$ cat src/rtl/mod_n_counter_fsm.sv
// Runtime-programmable modulo-N up/down counter with IDLE/RUN/DONE control FSM.
// Optional MOD_N_GRAY_OUT_EN adds a registered Gray-coded copy of q (q_gray).
module mod_n_counter_fsm #(
  parameter int WIDTH       = 8,
  parameter int MOD_DEFAULT = 5
) (
  input  logic             clk,
  input  logic             rst,
  input  logic             start,
  input  logic             stop,
  input  logic             en,
  input  logic             up_dn,
  input  logic             oneshot,
  input  logic [WIDTH-1:0] mod_val,
  input  logic             load,
  input  logic [WIDTH-1:0] load_val,
  output logic [WIDTH-1:0] q,
  output logic             tc,
  output logic             wrap,
  output logic             busy,
  output logic             done
`ifdef MOD_N_GRAY_OUT_EN
  ,
  output logic [WIDTH-1:0] q_gray
`endif
);

  typedef enum logic [1:0] {
    S_IDLE = 2'd0,
    S_RUN  = 2'd1,
    S_DONE = 2'd2
  } state_t;

  localparam logic [WIDTH:0]   MOD_RST = MOD_DEFAULT[WIDTH:0];
  localparam logic [WIDTH:0]   M_ONE   = {{WIDTH{1'b0}}, 1'b1};
  localparam logic [WIDTH-1:0] Q_ONE   = {{(WIDTH-1){1'b0}}, 1'b1};

  state_t         state_q, state_d;
  logic [WIDTH-1:0] q_q, q_d;
  logic [WIDTH:0] mod_q, mod_d;
  logic           os_q, os_d;
  logic           wrap_q, wrap_d;

  logic [WIDTH:0]   mod_new;
  logic [WIDTH:0]   mod_m1;
  logic [WIDTH-1:0] q_init;
  logic             at_top;
  logic             at_bot;
  logic             do_start;
  logic             do_count;

  // mod_val of 0 selects the full 2^WIDTH range
  assign mod_new = (mod_val == '0) ? {1'b1, {WIDTH{1'b0}}}
                                   : {1'b0, mod_val};
  assign mod_m1  = mod_q - M_ONE;
  assign q_init  = up_dn ? '0 : (mod_val - Q_ONE);
  assign at_top  = ({1'b0, q_q} == mod_m1);
  assign at_bot  = (q_q == '0);

  assign busy = (state_q == S_RUN);
  assign done = (state_q == S_DONE);
  assign tc   = busy && (up_dn ? at_top : at_bot);
  assign q    = q_q;
  assign wrap = wrap_q;

  always_comb begin
    state_d  = state_q;
    mod_d    = mod_q;
    os_d     = os_q;
    do_start = 1'b0;
    do_count = 1'b0;
    unique case (state_q)
      S_IDLE, S_DONE: begin
        if (start) begin
          state_d  = S_RUN;
          mod_d    = mod_new;
          os_d     = oneshot;
          do_start = 1'b1;
        end
      end
      S_RUN: begin
        if (stop) begin
          state_d = S_IDLE;
        end else if (en) begin
          if (tc && os_q) begin
            if (!load) state_d = S_DONE;
          end else begin
            do_count = 1'b1;
          end
        end
      end
      default: state_d = S_IDLE;
    endcase
  end

  // load clamps against the modulus in effect after this edge
  always_comb begin
    q_d    = q_q;
    wrap_d = 1'b0;
    if (load) begin
      q_d = ({1'b0, load_val} < mod_d) ? load_val : '0;
    end else if (do_start) begin
      q_d = q_init;
    end else if (do_count) begin
      if (up_dn) begin
        q_d    = at_top ? '0 : (q_q + Q_ONE);
        wrap_d = at_top;
      end else begin
        q_d    = at_bot ? mod_m1[WIDTH-1:0] : (q_q - Q_ONE);
        wrap_d = at_bot;
      end
    end
  end

  always_ff @(posedge clk or posedge rst) begin
    if (rst) begin
      state_q <= S_IDLE;
      q_q     <= '0;
      mod_q   <= MOD_RST;
      os_q    <= 1'b0;
      wrap_q  <= 1'b0;
    end else begin
      state_q <= state_d;
      q_q     <= q_d;
      mod_q   <= mod_d;
      os_q    <= os_d;
      wrap_q  <= wrap_d;
    end
  end

`ifdef MOD_N_GRAY_OUT_EN
  logic [WIDTH-1:0] q_gray_q;

  always_ff @(posedge clk or posedge rst) begin
    if (rst) begin
      q_gray_q <= '0;
    end else begin
      q_gray_q <= q_d ^ (q_d >> 1);
    end
  end

  assign q_gray = q_gray_q;
`endif

endmodule

$ cat config.mk
export PLATFORM = sky130hd
export DESIGN_NAME = mod_n_counter_fsm
export DESIGN_NICKNAME = d
export VERILOG_FILES = /design/src/rtl/mod_n_counter_fsm.sv
export SDC_FILE = /design/constraint.sdc
export NUM_CORES = 1
export LEC_CHECK = 0
export ABC_AREA = 0
export BUFFER_PORTS_ARGS = -buffer_cell sky130_fd_sc_hd__clkbuf_2
export CAP_MARGIN = 15
export CORE_AREA = 2 2 50 98
export CTS_CLUSTER_SIZE = 28
export DETAILED_ROUTE_END_ITERATION = 12
export DIE_AREA = 0 0 52 100
export PLACE_DENSITY = 0.66
export SYNTH_ARGS = -nofsm -noshare
export SYNTH_HDL_FRONTEND = slang
export SYNTH_SLANG_ARGS = --single-unit
$ cat constraint.sdc
create_clock -name clk -period 3.5 [get_ports clk]
set_clock_uncertainty 0.2 [all_clocks]
set_input_delay 0.35 -clock clk [delete_from_list [all_inputs] [get_ports clk]]
set_output_delay 0.35 -clock clk [all_outputs]
set_load 0.05 [all_outputs]
Word level (Yosys, flattened, before mapping)
Index checks and enable logic that the tools add are counted.

Muxes and demuxes: 27. Reduce and logical (&&, ||, !) cells: 9. Magnitude comparators: 1. Eq/ne operators: 7. Add/subtract/negate cells: 4.

Operator list (count): 8-bit two-way mux (8); 9-bit two-way mux (3); 8-bit zero test (2); 8-bit by 1-bit subtractor with 8-bit output, second input constant (2); 1-bit two-way mux (10); 2-bit two-way mux (5); 8-bit by 9-bit equality test with 1-bit output (1); 8-bit by 9-bit less-than comparator with 1-bit output (1); 9-bit by 1-bit subtractor with 9-bit output, second input constant (1); 8-bit by 1-bit adder with 8-bit output, second input constant (1); 3-bit inequality test, second input constant (2); 2-bit one-hot mux with 2 select lines (1); 4-bit AND reduction (1); 3-bit by 2-bit inequality test with 1-bit output, second input constant (1); 3-bit nonzero test (1); 2-bit by 1-bit equality test with 1-bit output, second input constant (1); 2-bit equality test, second input constant (1); 1-bit logical AND (2); 2-bit zero test (1); 2-bit inequality test, second input constant (1); 2-bit AND reduction (1); 2-bit OR reduction (1).

Register bits after elaboration: 21.

Longest topological paths before layout
Gate-level depths: netlist (run 1).

Depth after elaboration: 12. Gate-level depth with buffers: 15.

Least setup slack after synthesis (run 1)
No wires, ideal clock.

Path kind: reg-to-output. From: reg mod_q[0]. To: out tc. Cell stages (with the launch flop): 10. Setup slack: 0.128 ns. Data required time: 2.950 ns. Path buffers: 0. Arrival time: 2.822 ns. Cells stage by stage: dfstp_2 > inv_1 > ha_1 > xnor2_1 > a311o_1 > nor4_2 > o211ai_1 > nor3_1 > mux2i_1 > nor2_1.

Cells in the longest elaborated chain, start to end: 4.

RTL lines: start, declared (RTL line 40) `logic [WIDTH:0] mod_q, mod_d;`; start signal, assigned (RTL line 125) `mod_q <= mod_d;`; 9-bit by 1-bit subtractor with 9-bit output (RTL line 55) `assign mod_m1 = mod_q - M_ONE;`; 8-bit by 9-bit equality test with 1-bit output (RTL line 57) `assign at_top = ({1'b0, q_q} == mod_m1);`; 1-bit two-way mux (RTL line 62) `assign tc = busy && (up_dn ? at_top : at_bot);`; 1-bit logical AND (RTL line 62); end, declared (RTL line 18) `output logic tc,`.

Every way passes these cells.

Worst setup path in the final report (run 1)
Same ends and word-level chain as after synthesis.

==> impl_results.md, run 1 <==
* Status: complete, no violations
* DR iter-0 viols at 77
* Largest net degree at the start of global routing at 22
* Worst path slowest cell: dfstp_2
* Min Tclk post-route at approximately 3400 ps
* Row count at 35
* Flop pwr share at 0.328
* Clock Sinks at 21
* Routed Antenna Nets at 0
* Worst EP required at approximately 3000 ps
* Die height at roughly 100 um
* CORE AREA at 4510 um2
* Syn. warnings at 0
* Worst EP arrival at roughly 2800 ps
* # IOs at 36
* HPWL Detailed at roughly 5200 um
* Hold/Removal Path Class: input port to asynchronous set/reset pin
* Worst VDD drop at between 300 and 400 uV
* Worst-path clk slew at around 80 ps
* Post-synth net total at between 200 and 300
* 1st-pass router iterations at 4
* Synth cell types at 62
* Crit share post-route at 0.958
* Buffers on Ports at 35
* Comb power frac at 0.546
* Critical path type: register to output pin
* Nets at between 300 and 400
* Reg2reg path depth at 11
* Critical Path Source: mod_q[0]
* Num CTS Buffers at 3
* Vias in the first global route at around 2,100
* Vias per inst at 6.08
* Die area at around 5200 um2
* Clk_lat worst skew at ~260 ps
* First-pass GRT wire length at ~10,000 um
* R2r startpoint: mod_q[0]
* Synthesized cell area at 2120 um2
* Die X at 52 um
* Via count at between 2,000 and 2,500
* Initial Utilization at 0.470
* Max-cap violations at 0
* Post-synth top area share at 0.224
* Final hold slack at approximately 26 ps
* Final wirelength at ~6500 um
* Sequential area share after synthesis at 0.249
* EDFF count, synth at 0
* Worst path cell trace: inv_1 -> ha_1 -> xnor2_1 -> a311o_1 -> nor4_2 -> o211ai_1 -> nor3_2 -> mux2i_1 -> nor2_1 -> buf_6
* Setup TNS at 0 ps
* Endpoints failing setup at 0
* Leak at between 1 and 1.5 nW
* Ys flop type: dfrtp_1
* Worst R2R Setup Slack at 190 ps
* # diodes at 0
* P_int at a little under 0.7 mW
* Synth area leader: dfrtp_1
* NetSw at ~0.65 mW
* Crit. path cell count at 10
* CTS root buf: clkbuf_8
* WL/cell at 18.4 um
* Register bit total from synthesis at 21
* Max incr delay on CP at about 540 ps
* Fin. Hold Viols at 0
* GRT overflow at 0
* Reg2reg end: q[2]
* Hold-fix buffers, CTS at 0
* Slew HR at 0.435
* Layout area overhead at 16.0%
* Mapped Cells at about 260
* CTS H-tree depth at 1
* Share of cells above drive strength 1 at 0.231
* RSZ-0062 raised after global routing: true
* Fmax at between 200 and 300 MHz
* Total GRT Usage at 0.270
* Maximum fanout along the worst path at 3
* Sw Share at 0.488
* Layout fillers at about 450
* Syn Area/Cell at between 8 and 9 um2
* Placer congestion estimate at roughly 0.9
* Drt drc at 0
* CP Launch Type: register
* CP delay by family, top: simple AND/OR/NAND/NOR gates
* Final Slew Violations at 0
* TritonCTS clock tree: done
* Worst path bufs/invs at 2
* PwrDens at approximately 540 nW/um2
* Ranking of synthesized cells by area: dfrtp_1, ha_1, nand2_1
* Top cells by count, synth: nand2_1, inv_1, nor2_1
* Most frequent cell after synthesis: nand2_1
* Clock tree buffer depth at 2
* Power share of the clock group at 0.126
* Synth async-reset ratio at 1.00
* Slew @ Worst Pin at ~850 ps
* Initial antenna violation count at 0
* End point of the critical path: tc
* Crit end category: output pin
## worst register-to-register path, cell delays in order, from the launching register on
cell	delay, ps
dfstp_2	540
inv_1	90
ha_1	350
xnor2_1	140
a311o_1	340
nor4_2	130
o211ai_1	180
buf_4	180
or4_4	540
a21oi_4	300
a21o_1	130
a22o_1	140
## what timing repair did
| item | 4_1_cts | 5_1_grt |
|---|---|---|
| pin swaps | 1 | 3 |
| setup endpoints to repair | 1 | 9 |
| resized for setup | 1 | 7 |
| setup buffers | 1 | 3 |
## placed cells by master (no fill, tap or decap), types with 4 or more instances in the layout
cell	instances
clkbuf_2	34
nand2_1	24
nor2_1	20
inv_1	20
dfrtp_1	19
ha_1	12
buf_4	12
a21oi_1	10
o21ai_0	10
xnor2_1	9
nand2b_1	9
xor2_1	9
nand3_1	8
o211ai_1	6
nor4_1	6
mux2i_1	6
a22oi_1	6
nor2b_1	4
a22o_1	4
## stage by stage
| step | worst slack, ps | power (mW) | cells | cell area [um2] | utilization |
|---|---|---|---|---|---|
| global placement | 96.5 | 1.12 | 346 | 2360 | 0.524 |
| floorplan | 128 | 0.951 | 262 | 2120 | - |
| CTS | 8.55 | 1.31 | 351 | 2420 | 0.538 |
| global route | -44.2 | 1.42 | 354 | 2460 | 0.545 |
| detailed placement | 94.8 | 1.14 | 346 | 2360 | 0.524 |
| finish | 147 | 1.33 | 354 | 2460 | 0.545 |
## layer usage
layer | part of all wire | routed length (um) | GRT usage | vias to the layer above
met5 | 0 | 0 | 0 | -
met4 | 0.046 | 298 | 0.148 | 0
met1 | 0.39 | 2560 | 0.314 | 1022
li1 | - | - | - | 1034
met2 | 0.52 | 3380 | 0.466 | 76
met3 | 0.044 | 287 | 0.0283 | 22
## worst min path at each step
stage	cells past startpoint	endpoint	slack [ps]	startpoint
finish	2	mod_q[4]	30	rst
global route	2	mod_q[4]	80	rst
CTS	2	mod_q[3]	50	rst
detailed placement	2	mod_q[3]	340	rst
global placement	2	mod_q[3]	330	rst
floorplan	1	mod_q[1]	130	rst
## power by group through the flow
stage / clock (mW) / sequential (mW) / combinational (mW)
6_report: 0.167 / 0.437 / 0.727
5_1_grt: 0.178 / 0.449 / 0.797
4_1_cts: 0.169 / 0.439 / 0.702
3_5_place_dp: 0 / 0.444 / 0.696
3_3_place_gp: 0 / 0.438 / 0.682
2_1_floorplan: 0 / 0.439 / 0.512
## registers in the layout, summed over array words and instances, names as in the netlist
signal	count
mod_q	9
state_q	2
q	8
wrap	1
os_q	1
## kinds of logic after synthesis
group                    Yosys count  share of synthesized area
adder cells (fa/ha/maj)           12                     0.0709
AND/OR/NAND/NOR                   97                      0.251
multiplexers                       8                     0.0408
flip-flops                        21                      0.249
XOR/XNOR                          18                     0.0744
buffers and inverters             34                     0.0632
AO/OA/AOI/OAI                     72                      0.250
## cell type report
class                   instances  area (um2)  share of cell area
multi-input cells             207        1470               0.596
flip-flops and latches         21         528               0.215
repair buffers                 47         272               0.110
inverters                      20        75.1              0.0305
well taps                      55        68.8              0.0280
clock buffers                   3        41.3              0.0168
clock inverters                 1        7.51             0.00305
Power figures use the tool's default switching activity.
==> inputs of run 2 (changes only) <==
--- a/config.mk
+++ b/config.mk
@@ -14,3 +14,3 @@
 export DIE_AREA = 0 0 52 100
-export PLACE_DENSITY = 0.66
+export PLACE_DENSITY = 0.8
 export SYNTH_ARGS = -nofsm -noshare
--- a/constraint.sdc
+++ b/constraint.sdc
@@ -4,2 +4,2 @@
 set_output_delay 0.35 -clock clk [all_outputs]
-set_load 0.05 [all_outputs]
+set_load 0.1 [all_outputs]
==> run 2 against run 1 <==
  * Clock power increased by 2%
  * First-iteration DRC count increased by 71%
  * Sequential cell count unchanged
  * Non-clock buffer count decreased by 5
  * Critical path depth unchanged
  * Cell count decreased by 1.1%
  * Worst setup slack got worse by 100 ps
  * Critical endpoint unchanged
  * Largest power group unchanged
==> impl_results.md, run 2 (synthesis gave the netlist of run 1 again) <==
* Status: complete, no violations
* Max-cap violations at 0
* Slew HR at 0.406
* DR iter-0 viols at roughly 130
* Vias per inst at roughly 6.4
* Final Slew Violations at 0
* GRT overflow at 0
* Worst VDD drop at roughly 340 uV
* Die area at roughly 5200 um2
* Share of cells above drive strength 1 at 0.231
* Number of flip-flops in the largest register at 9
* # diodes at 0
* Reg2reg end: q[4]
* Post-route insts no fill at 350
* Initial Utilization at 0.470
* Worst path slowest cell: dfstp_2
* CP Launch Type: register
* Place WS at between 20 and 25 ps
* Die X at between 50 and 60 um
* Buffers on Ports at 35
* Hold/Removal Path Class: input port to asynchronous set/reset pin
* R2r startpoint: mod_q[0]
* Slack of the critical path at between 40 and 50 ps
* # IOs at 36
* Reg2reg path depth at 10
* Fin. Hold Viols at 0
* Worst path cell trace: inv_1 -> ha_1 -> xnor2_1 -> a311o_1 -> nor4_2 -> o211ai_1 -> nor3_2 -> mux2i_2 -> nor2_4 -> buf_12
* Cell total after placement at around 350
* CP delay by family, top: flip-flops
* HPWL Detailed at around 5000 um
* Fmax at between 200 and 300 MHz
* Worst path bufs/invs at 2
* PwrDens at 588 nW/um2
* Layout area overhead at 15.7%
* CTS root buf: clkbuf_8
* Total GRT Usage at 0.260
* First-pass GRT wire length at between 10,000 and 15,000 um
* Num CTS Buffers at 3
* Row count at 35
* Crit share post-route at 0.986
* Final wirelength at ~6500 um
* Slew @ Worst Pin at ~890 ps
* Placer congestion estimate at a little over 1
* Final hold slack at 44.7 ps
* Worst EP arrival at between 2000 and 3000 ps
* Leak at ~1.1 nW
* Clock Sinks at 21
* Min Tclk post-route at roughly 3500 ps
* Worst R2R Setup Slack at 130 ps
* Drt drc at 0
* Initial antenna violation count at 0
* Worst-path clk slew at 90 ps
* Die height at about 100 um
* Maximum fanout along the worst path at 5
* 1st-pass router iterations at 5
* Critical path type: register to output pin
* Nets at around 330
* Worst EP required at between 2000 and 3000 ps
* Most common cell after layout, fill and taps aside: clkbuf_2
* Clk_lat worst skew at between 200 and 300 ps
* Endpoints failing setup at 0
* WL/cell at about 19 um
* Largest Register: mod_q
* Via count at 2,241
* Max incr delay on CP at ~600 ps
* RSZ-0062 raised after global routing: true
* CORE AREA at roughly 4500 um2
* Crit end category: output pin
* Commonest cells after routing, fill and taps aside: clkbuf_2, nand2_1, inv_1, nor2_1, dfrtp_1
* Routed Antenna Nets at 0
* Vias in the first global route at roughly 2,200
* Setup TNS at 0 ps
* TritonCTS clock tree: done
* Total Power at about 1.4 mW
* CTS H-tree depth at 1
* Clock tree buffer depth at 2
* Largest net degree at the start of global routing at 22
==> run 2: repair_timing <==
item	4_1_cts	5_1_grt
hold buffers	0	0
endpoints found under the setup margin	1	8
pin swaps	0	2
cloned	0	1
gates resized for setup	2	1
setup buffers	0	0
==> run 2: power by group <==
part | internal, mW | total, mW | switching, mW | leakage [nW]
registers | 0.298 | 0.438 | 0.140 | 0.258
logic | 0.293 | 0.833 | 0.541 | 0.826
clock network | 0.0804 | 0.171 | 0.0902 | 0.0217
total | 0.671 | 1.44 | 0.771 | 1.10
==> run 2: metal layers <==
layer / wire length [um] / track usage / up-vias
met4: 378 / 0.138 / 0
li1: - / - / 1024
met1: 2380 / 0.308 / 1047
met3: 502 / 0.0357 / 33
met5: 0 / 0 / -
met2: 3260 / 0.439 / 137
==> run 2: cell type report <==
cell class / count / area, um2
repair buffers: 42 / 243
clock buffers: 3 / 41.3
multi-input cells: 208 / 1490
well taps: 55 / 68.8
clock inverters: 1 / 7.51
fillers: 437 / 2060
inverters: 20 / 75.1
flip-flops and latches: 21 / 529
==> run 2: how the worst max path moves through the flow <==
stage          cells past startpoint  endpoint  startpoint
3_3_place_gp                      17      q[2]  mod_val[0]
6_report                          10        tc    mod_q[0]
5_1_grt                           10        tc    mod_q[0]
4_1_cts                           10        tc    mod_q[0]
2_1_floorplan                      8        tc        q[5]
3_5_place_dp                      17      q[3]  mod_val[0]
==> run 2: per-stage QoR <==
stage	instance area [um2]	utilization
3_3_place_gp	2380	0.528
4_1_cts	2440	0.540
6_report	2450	0.543
2_1_floorplan	2130	-
5_1_grt	2450	0.543
3_5_place_dp	2380	0.528
==> run 2: worst register-to-register path, delay by kind of cell (launching register included) <==
| family | cells | cell delay (ps) |
|---|---|---|
| adder cells (fa/ha/maj) | 1 | 350 |
| AND/OR/NAND/NOR | 4 | 1060 |
| AO/OA/AOI/OAI | 3 | 810 |
| flip-flops | 1 | 600 |
| buffers and inverters | 1 | 100 |
| XOR/XNOR | 1 | 140 |
==> inputs of run 3 (changes only) <==
- CORE_AREA: 2 2 50 98 -> 2 2 47 92
- DIE_AREA: 0 0 52 100 -> 0 0 49 94
- PLACE_DENSITY: 0.8 -> 0.88
==> run 3 against run 2 <==
  * Design area grew 0.26%
  * Worst hold slack lost 16 ps
  * Critical path depth is the same
  * Largest cell class unchanged
  * Core utilization grew 8.9 points
  * Wire length grew 0.28%
  * Non-clock buffer count grew 2
  * Register-to-register slack gained 70 ps
  * Global-route usage grew 4.0 points
  * Clock power shrank 6%
  * Worst setup slack gained 120 ps
  * Maximum frequency grew 3.8%
  * Clock-buffer cell count is the same
  * Critical path type unchanged
==> impl_results.md, run 3 (synthesis gave the netlist of run 1 again) <==
* Final Slew Violations at 0
* Row count at 32
* Cell total after placement at 340
* RSZ-0062 raised after global routing: false
* Worst EP arrival at around 2800 ps
* Hold-fix buffers, CTS at 0
* Maximum fanout along the worst path at 5
* Power share of the clock group at 0.110
* Critical path type: register to output pin
* Fin util at 0.633
* CP Launch Type: register
* Largest net degree at the start of global routing at 22
* Min Tclk post-route at roughly 3300 ps
* Initial Utilization at 0.545
* Comb power frac at 0.597
* Place WS at roughly 100 ps
* Initial antenna violation count at 0
* Commonest cells after routing, fill and taps aside: clkbuf_2, nand2_1, inv_1, nor2_1, dfrtp_1
* HPWL Detailed at roughly 5200 um
* Worst EP required at slightly below 3000 ps
* Reg2reg path depth at 11
* Setup TNS at 0 ps
* Drt drc at 0
* Clock tree buffer depth at 2
* Total Power at roughly 1.5 mW
* Num CTS Buffers at 3
* CORE AREA at a little under 4000 um2
* Worst-path clk slew at roughly 80 ps
* Status: complete, no violations
* Nets at between 300 and 400
* Most common cell after layout, fill and taps aside: clkbuf_2
* First-pass GRT wire length at between 10,000 and 15,000 um
* Fmax at 301 MHz
* CTS root buf: clkbuf_8
* # IOs at 36
* Fin. Hold Viols at 0
* Clock Sinks at 21
* WL/cell at approximately 19 um
* Clk_lat worst skew at roughly 260 ps
* Crit share post-route at 0.951
* Final wirelength at 6540 um
* Die X at about 49 um
* # diodes at 0
* Via count at about 2,200
* Worst VDD drop at 391 uV
* Slack of the critical path at ~170 ps
* Layout area overhead at 16.0%
* GRT overflow at 0
* Sw Share at 0.530
* Post-Layout Inst Area at around 2500 um2
* Routed Antenna Nets at 0
* NetSw at approximately 0.77 mW
* DR iter-0 viols at around 110
* Crit end category: output pin
* Share of cells above drive strength 1 at 0.233
* PwrDens at between 500 and 600 nW/um2
* Layout fillers at 342
* Largest Register: mod_q
* Total GRT Usage at 0.300
* Vias per inst at about 6.4
* Flop pwr share at 0.294
* Placed cell areas at approximately 2400 um2
* Final hold slack at 28.6 ps
* Max-cap violations at 0
* P_int at slightly below 0.7 mW
* Endpoints failing setup at 0
* Slew @ Worst Pin at ~840 ps
* Vias in the first global route at between 2,000 and 2,500
* Die area at roughly 4600 um2
* Hold/Removal Path Class: input port to asynchronous set/reset pin
* Slew HR at 0.437
* Number of flip-flops in the largest register at 9
* Leak at 1.11 nW
* Post-route insts no fill at ~350
* TritonCTS clock tree: done
* 1st-pass router iterations at 5
* Buffers on Ports at 35
* CTS H-tree depth at 1
* Placer congestion estimate at 1.07
* Die height at 94 um
## run 3: layer usage
| layer | vias up | wire (um) | GRT usage |
|---|---|---|---|
| met2 | 140 | 3460 | 0.542 |
| met5 | - | 0 | 0 |
| met3 | 42 | 368 | 0.0287 |
| met4 | 0 | 578 | 0.269 |
| met1 | 1032 | 2130 | 0.294 |
| li1 | 1022 | - | - |
## run 3: what timing repair did
action,4_1_cts,5_1_grt
endpoints found under the setup margin,1,7
gates resized for setup,1,2
pin swaps,1,2
setup buffers,0,3
endpoints found under the hold margin,0,0
## run 3: area by class of cell
cell class                 instances  area (um2)  share of cell area
clock buffer                       3        41.3              0.0168
clock inverter                     1        5.00             0.00204
inverter                          20        75.1              0.0305
multi-input combinational        207        1490               0.604
sequential                        21         529               0.215
tap                               51        63.8              0.0260
timing repair buffer              44         258               0.105
## run 3: power groups by stage
stage / Sequential, mW / Clock, mW / Combinational (mW)
after floorplan: 0.537 / 0 / 0.525
after global placement: 0.429 / 0 / 0.809
after detailed placement: 0.433 / 0 / 0.823
after CTS: 0.428 / 0.165 / 0.830
after global routing: 0.439 / 0.173 / 0.927
final: 0.429 / 0.160 / 0.871
## run 3: worst max-delay path, stage by stage (launching register included)
cell     delay, ps
dfstp_2        380
inv_1          150
ha_4           170
or4b_4         500
nor2_1         140
xnor2_1        130
o31ai_2        420
nor3_2         130
mux2i_2        260
nor2_4          60
buf_12         170
## run 3: path summary, 6_finish.rpt
| check | from | slack (ps) | to |
|---|---|---|---|
| setup / recovery | mod_q[0] | 170 | tc |
| hold / removal | rst | 30 | q[0] |
| setup reg to reg | mod_q[0] | 200 | q[6] |
| hold reg to reg | os_q | 320 | wrap |
| max in group asynchronous | rst | 2500 | q[3] |
| min in group clk | oneshot | 80 | os_q |
